<file path="config.mk">
export PLATFORM = sky130hd
export DESIGN_NAME = wb_queue_flat
export DESIGN_NICKNAME = d
export VERILOG_FILES = /design/src/rtl/wb_queue_if.sv /design/src/rtl/wb_queue.sv /design/src/flat_wrapper.sv
export SDC_FILE = /design/constraint.sdc
export NUM_CORES = 1
export LEC_CHECK = 0
export ABC_AREA = 0
export BUFFER_PORTS_ARGS = -buffer_cell sky130_fd_sc_hd__buf_4
export CORE_UTILIZATION = 40
export CTS_BUF_LIST = sky130_fd_sc_hd__clkbuf_4 sky130_fd_sc_hd__clkbuf_8
export DETAILED_ROUTE_END_ITERATION = 12
export SYNTH_ARGS = -nofsm -noshare
export SYNTH_HDL_FRONTEND = slang
export SYNTH_SLANG_ARGS = --single-unit
</file>
<file path="constraint.sdc">
create_clock -name clk -period 6 [get_ports clk]
set_input_delay 1.2 -clock clk [delete_from_list [all_inputs] [get_ports clk]]
set_output_delay 1.2 -clock clk [all_outputs]
set_load 0.01 [all_outputs]
</file>
<file path="src/rtl/wb_queue_if.sv">
// Writeback queue bus: producer handshakes, register-file write port and
// decode read/forward signals, bundled for the queue and its surroundings.
interface wb_queue_if #(
    parameter int n = 16,
    parameter int r = 3
);
    // valid/ready: a transfer happens on a rising edge where both are high;
    // valid must not wait on ready, and ready is driven only by queue state.
    logic         alu_valid;
    logic [r-1:0] alu_wa;
    logic [n-1:0] alu_wd;
    logic         alu_ready;
    logic         mem_valid;
    logic [r-1:0] mem_wa;
    logic [n-1:0] mem_wd;
    logic         mem_ready;
    logic         we3;
    logic [r-1:0] wa3;
    logic [n-1:0] wd3;
    logic [r-1:0] ra1;
    logic [r-1:0] ra2;
    logic [n-1:0] rf_rd1;
    logic [n-1:0] rf_rd2;
    logic [n-1:0] rd1;
    logic [n-1:0] rd2;

    modport master (
        output alu_valid, alu_wa, alu_wd, mem_valid, mem_wa, mem_wd,
               ra1, ra2, rf_rd1, rf_rd2,
        input  alu_ready, mem_ready, we3, wa3, wd3, rd1, rd2
    );

    modport slave (
        input  alu_valid, alu_wa, alu_wd, mem_valid, mem_wa, mem_wd,
               ra1, ra2, rf_rd1, rf_rd2,
        output alu_ready, mem_ready, we3, wa3, wd3, rd1, rd2
    );
endinterface

</file>
<file path="src/rtl/wb_queue.sv">
// Writeback queue: in-order FIFO of ALU/memory register writes, drained one per
// cycle to the register file, with read forwarding. Option: WBQ_ZERO_DROP_EN.
module wb_queue #(
    parameter int n     = 16,
    parameter int r     = 3,
    parameter int DEPTH = 4
) (
    input  logic                       clk,
    input  logic                       reset,
    wb_queue_if.slave                  bus,
    output logic [$clog2(DEPTH+1)-1:0] count,
    output logic                       full,
    output logic                       empty
);
    localparam int PW = $clog2(DEPTH);
    localparam int CW = $clog2(DEPTH + 1);
    localparam logic [CW-1:0] DEPTH_C = CW'(DEPTH);

    logic [r-1:0]  wa_q [DEPTH];
    logic [n-1:0]  wd_q [DEPTH];
    logic [PW-1:0] head_q, head_d;
    logic [PW-1:0] tail_q, tail_d;
    logic [CW-1:0] count_q, count_d;
    logic          mem_hs, alu_hs, do_enq, do_deq;
    logic [r-1:0]  enq_wa;
    logic [n-1:0]  enq_wd;
    logic [PW-1:0] fwd_idx;

    assign full  = (count_q == DEPTH_C);
    assign empty = (count_q == '0);
    assign count = count_q;

    // Ready sees only registered occupancy: a full queue frees its slot a cycle after draining.
    assign bus.mem_ready = !reset && !full;
    assign bus.alu_ready = !reset && !full && !bus.mem_valid;
    assign mem_hs = bus.mem_valid && bus.mem_ready;
    assign alu_hs = bus.alu_valid && bus.alu_ready;
    assign enq_wa = mem_hs ? bus.mem_wa : bus.alu_wa;
    assign enq_wd = mem_hs ? bus.mem_wd : bus.alu_wd;

`ifdef WBQ_ZERO_DROP_EN
    assign do_enq = (mem_hs || alu_hs) && (enq_wa != '0);
`else
    assign do_enq = mem_hs || alu_hs;
`endif
    assign do_deq = !empty;

    always_comb begin
        head_d  = head_q;
        tail_d  = tail_q;
        count_d = count_q;
        if (do_deq) head_d = head_q + PW'(1);
        if (do_enq) tail_d = tail_q + PW'(1);
        if (do_enq && !do_deq) begin
            count_d = count_q + CW'(1);
        end else if (!do_enq && do_deq) begin
            count_d = count_q - CW'(1);
        end
    end

    always_ff @(posedge clk) begin
        if (reset) begin
            head_q  <= '0;
            tail_q  <= '0;
            count_q <= '0;
        end else begin
            head_q  <= head_d;
            tail_q  <= tail_d;
            count_q <= count_d;
        end
    end

    always_ff @(posedge clk) begin
        if (do_enq) begin
            wa_q[tail_q] <= enq_wa;
            wd_q[tail_q] <= enq_wd;
        end
    end

    // Held off while reset is high so discarded entries never reach the register file.
    assign bus.we3 = !empty && !reset;
    assign bus.wa3 = bus.we3 ? wa_q[head_q] : '0;
    assign bus.wd3 = bus.we3 ? wd_q[head_q] : '0;

    // Walk oldest to youngest so the youngest match wins.
    always_comb begin
        bus.rd1 = bus.rf_rd1;
        bus.rd2 = bus.rf_rd2;
        fwd_idx = '0;
        for (int k = 0; k < DEPTH; k++) begin
            fwd_idx = head_q + PW'(k);
            if (CW'(k) < count_q) begin
                if (wa_q[fwd_idx] == bus.ra1) bus.rd1 = wd_q[fwd_idx];
                if (wa_q[fwd_idx] == bus.ra2) bus.rd2 = wd_q[fwd_idx];
            end
        end
`ifdef WBQ_ZERO_DROP_EN
        if (bus.ra1 == '0) bus.rd1 = '0;
        if (bus.ra2 == '0) bus.rd2 = '0;
`endif
    end
endmodule

</file>
<file path="src/flat_wrapper.sv">
// flat-port wrapper written by rule: the top's interface ports become plain ports
module wb_queue_flat 
#(
    parameter int n     = 16,
    parameter int r     = 3,
    parameter int DEPTH = 4
)
  (clk, reset, count, full, empty, bus_alu_valid, bus_alu_wa, bus_alu_wd, bus_mem_valid, bus_mem_wa, bus_mem_wd, bus_ra1, bus_ra2, bus_rf_rd1, bus_rf_rd2, bus_alu_ready, bus_mem_ready, bus_we3, bus_wa3, bus_wd3, bus_rd1, bus_rd2);
  wb_queue_if #(.n(n), .r(r)) bus_i ();
  input  logic clk;
  input  logic reset;
  output logic [$clog2(DEPTH+1)-1:0] count;
  output logic full;
  output logic empty;
  input wire logic [$bits(bus_i.alu_valid)-1:0] bus_alu_valid;
  input wire logic [$bits(bus_i.alu_wa)-1:0] bus_alu_wa;
  input wire logic [$bits(bus_i.alu_wd)-1:0] bus_alu_wd;
  input wire logic [$bits(bus_i.mem_valid)-1:0] bus_mem_valid;
  input wire logic [$bits(bus_i.mem_wa)-1:0] bus_mem_wa;
  input wire logic [$bits(bus_i.mem_wd)-1:0] bus_mem_wd;
  input wire logic [$bits(bus_i.ra1)-1:0] bus_ra1;
  input wire logic [$bits(bus_i.ra2)-1:0] bus_ra2;
  input wire logic [$bits(bus_i.rf_rd1)-1:0] bus_rf_rd1;
  input wire logic [$bits(bus_i.rf_rd2)-1:0] bus_rf_rd2;
  output wire logic [$bits(bus_i.alu_ready)-1:0] bus_alu_ready;
  output wire logic [$bits(bus_i.mem_ready)-1:0] bus_mem_ready;
  output wire logic [$bits(bus_i.we3)-1:0] bus_we3;
  output wire logic [$bits(bus_i.wa3)-1:0] bus_wa3;
  output wire logic [$bits(bus_i.wd3)-1:0] bus_wd3;
  output wire logic [$bits(bus_i.rd1)-1:0] bus_rd1;
  output wire logic [$bits(bus_i.rd2)-1:0] bus_rd2;
  assign bus_i.alu_valid = bus_alu_valid;
  assign bus_i.alu_wa = bus_alu_wa;
  assign bus_i.alu_wd = bus_alu_wd;
  assign bus_i.mem_valid = bus_mem_valid;
  assign bus_i.mem_wa = bus_mem_wa;
  assign bus_i.mem_wd = bus_mem_wd;
  assign bus_i.ra1 = bus_ra1;
  assign bus_i.ra2 = bus_ra2;
  assign bus_i.rf_rd1 = bus_rf_rd1;
  assign bus_i.rf_rd2 = bus_rf_rd2;
  assign bus_alu_ready = bus_i.alu_ready;
  assign bus_mem_ready = bus_i.mem_ready;
  assign bus_we3 = bus_i.we3;
  assign bus_wa3 = bus_i.wa3;
  assign bus_wd3 = bus_i.wd3;
  assign bus_rd1 = bus_i.rd1;
  assign bus_rd2 = bus_i.rd2;
  wb_queue #(.n(n), .r(r), .DEPTH(DEPTH)) u_core (.clk(clk), .reset(reset), .bus(bus_i), .count(count), .full(full), .empty(empty));
endmodule
</file>
==> impl_metrics.tcl <==
set metrics [dict create \
    status "finished clean" \
    max_cap_viol_count 0 \
    power.switching_mw 1.45 \
    period_minus_slack_ps 4700 \
    pwr-share-comb_pct 64.6 \
    drt-pass1-iter-count 5 \
    hp-start "u_core.count[2]$_SDFFE_PP0P_" \
    report.final.hold_viol_count 0 \
    yosys_warnings 0 \
    vias 5154 \
    dieArea_um2 18600 \
    clk_pin_slew_ps 80 \
    die_h_um 136 \
    rows 48 \
    cts.sinks 85 \
    design_area_um2 8530 \
    p_int_mw 1.92 \
    finalSetupTns_ps 0 \
    area_growth_pct 18.0 \
    swShare_pct 43.0 \
    netlist_instances 516 \
    htreeDepth 3 \
    fin_util_pct 48.8 \
    drc_errors 0 \
    finalCritPeriodShare_pct 78.3 \
    holdPathEnd "u_core.count[2]$_SDFFE_PP0P_" \
    start_util_pct 41.4 \
    die_w_um 136 \
    max_stage_delay_ps 930 \
    cp_num_buf_inv 1 \
    routedWlPerCell_um 23.1 \
    post-cts-setup-buffer-count 0 \
    gp_congestion 0.907 \
    worstPathArrival_ps 3500 \
    synth_cell_types 45 \
    path_class "flop to output port" \
    reg2reg_depth 6 \
    grt_overflow 0 \
    hold_buffers 0 \
    coreArea_um2 17500 \
    crit_family "compound AO/OA/AOI/OAI gates" \
    io_buffers 138 \
    synth.most_common_cell "edfxtp_1" \
    io_pins 139 \
    r2r_start "u_core.count[0]$_SDFFE_PP0P_" \
    insertion_delay_ps 350 \
    synthesis.area_um2 7230 \
    hpwl_um 15300 \
    max_slew.worst_pin.slew_ps 1100 \
    dpl_cell_area_um2 8360 \
    fmaxAchievable_ghz 0.213 \
    cp_max_fo 31 \
    cellLeakagePower_nw 3.01 \
    cts_tree "yes" \
    yosysTopAreaCell "edfxtp_1" \
    clock_path_buffers 2 \
    end_kind "output port" \
    grt_pass1_wl_um 30000 \
    clkPwrFrac_pct 10.3 \
    grt_max_degree 42 \
    crit_required_ps 4800 \
    antenna_found_initial 0 \
    syn_avg_cell_area_um2 14.0 \
    cts-root-buf "clkbuf_8" \
    drtIter0Drc 436 \
    synth.area.top_cells "edfxtp_1 (32%), mux4_2 (20%), mux2_2 (4.8%)" \
    worst_setup_path_start_kind "flop" \
    synth_commonest_cells "edfxtp_1 (76), mux4_2 (65), a21oi_1 (35)" \
    setup_viol 0 \
    syn-num-nets 605 \
    clock_skew_ps 6.63 \
    p_per_area_nw_per_um2 396 \
    vias_per_cell 6.00 \
    ff2ff_setup_slack_ps 3200 \
    fin_nets 718 \
    synthArstFlopShare_pct 0 \
    drive_gt1_share_pct 55.7 \
    rsz0062_at_grt "false" \
    r2r_end "u_core.wd_q[3][8]$_DFFE_PP_" \
    antenna_cells 0 \
    synth.top_cell.area_share_pct 31.6 \
    cts_made_buffers 9 \
    ys_seq_area_share_pct 34.1 \
    grt_pass1_vias 5051 \
    power.share.sequential_pct 25.0 \
    grt_usage_pct 21.8 \
    slew_headroom_pct 26.4 \
    timing.hold.ws_ps 569 \
    maxSlewViolCount 0 \
    ant_nets 0 \
    wirelength_um 19800 \
    ys_ff_latch 85 \
    slowest_stage "a2111oi_4" \
    min_path_type "flop to flop" \
    path_cells "mux4_2 -> xnor2_1 -> nand2_1 -> a2111oi_4 -> a21oi_1 -> a22oi_1 -> buf_4" \
    synth_edf_count 76 \
    cts_resized 0 \
    vdd_drop_max_v 0.000194 \
    ys.flop_type "edfxtp_1" \
    hold_depth 2 \
]
-- layout by cell type (no fill, tap or decap), types with 3 or more instances in the layout --
| cell | n |
|---|---|
| buf_4 | 147 |
| edfxtp_1 | 76 |
| mux4_2 | 65 |
| a21oi_1 | 35 |
| mux2_2 | 31 |
| nor2_1 | 28 |
| and2_1 | 25 |
| mux2_4 | 20 |
| o221ai_2 | 20 |
| a22oi_2 | 20 |
| xnor2_1 | 16 |
| or2_2 | 16 |
| mux2i_1 | 13 |
| xor2_1 | 13 |
| o221ai_1 | 12 |
| a22oi_1 | 12 |
| ha_1 | 9 |
| clkbuf_8 | 9 |
| dfxtp_1 | 7 |
| nand2_1 | 6 |
| xnor2_2 | 6 |
| inv_1 | 5 |
| mux4_1 | 5 |
| a2111oi_4 | 4 |
| nor3_1 | 3 |
| clkinvlp_4 | 3 |
-- flip-flops by register name (all words and copies together), names as in the netlist, named ones only --
| name | cells |
|---|---|
| u_core.tail_q | 2 |
| u_core.wd_q | 64 |
| u_core.wa_q | 12 |
| u_core.head_q | 2 |
| u_core.count | 3 |
-- tightest hold or removal path, delay by kind of cell, from the launching register on --
kind	cells	cell delay, ps
flip-flops	1	370
AO/OA/AOI/OAI	2	160
-- logic make-up after synthesis --
| logic type | count (synthesis) | share of synthesized area, % |
|---|---|---|
| AO/OA/AOI/OAI | 116 | 15.9 |
| XOR/XNOR | 35 | 4.86 |
| multiplexers | 135 | 33.2 |
| buffers and inverters | 50 | 3.88 |
| flip-flops | 85 | 34.1 |
| AND/OR/NAND/NOR | 86 | 6.61 |
| adder cells (fa/ha/maj) | 9 | 1.56 |
-- power by group through the flow --
stage	clock, mW	sequential (mW)	combinational [mW]
floorplan	0	0.770	1.59
global placement	0	0.854	2.17
detailed placement	0	0.861	2.18
CTS	0.358	0.848	2.18
global route	0.383	0.862	2.34
finish	0.349	0.845	2.18
-- routing by layer --
layer,GRT usage [%],part of all wire (%),vias to the layer above
met5,0,0,-
met4,3.95,0.83,0
li1,-,-,2337
met2,32.7,44,203
met3,5.37,8.6,14
met1,32.0,46,2600
-- per-stage QoR --
step	power [mW]	instances	setup WS, ps
3_3_place_gp	3.03	843	1630
6_report	3.38	859	1300
2_1_floorplan	2.36	516	1930
4_1_cts	3.39	859	1340
3_5_place_dp	3.04	843	1590
5_1_grt	3.58	859	1090
-- area by class of cell --
type / count / area, µm²
clock buffer: 10 / 131
clock inverter: 6 / 40.0
fill: 1536 / 8950
inverter: 5 / 18.8
multi-input combinational: 381 / 4490
sequential: 85 / 2470
tap: 225 / 282
timing repair buffer: 147 / 1100
-- worst max-delay path by stage --
stage,from,to,cells after the start
after floorplan,bus_ra1[0],bus_rd1[5],7
after global placement,bus_ra2[0],bus_rd2[0],7
after detailed placement,bus_ra2[0],bus_rd2[4],7
after CTS,u_core.head_q[0]$_SDFFE_PP0N_,bus_rd1[5],7
after global routing,u_core.head_q[0]$_SDFFE_PP0N_,bus_rd2[0],7
final,u_core.head_q[0]$_SDFFE_PP0N_,bus_rd2[4],7
Note: power is estimated with default switching activity, not from simulation.
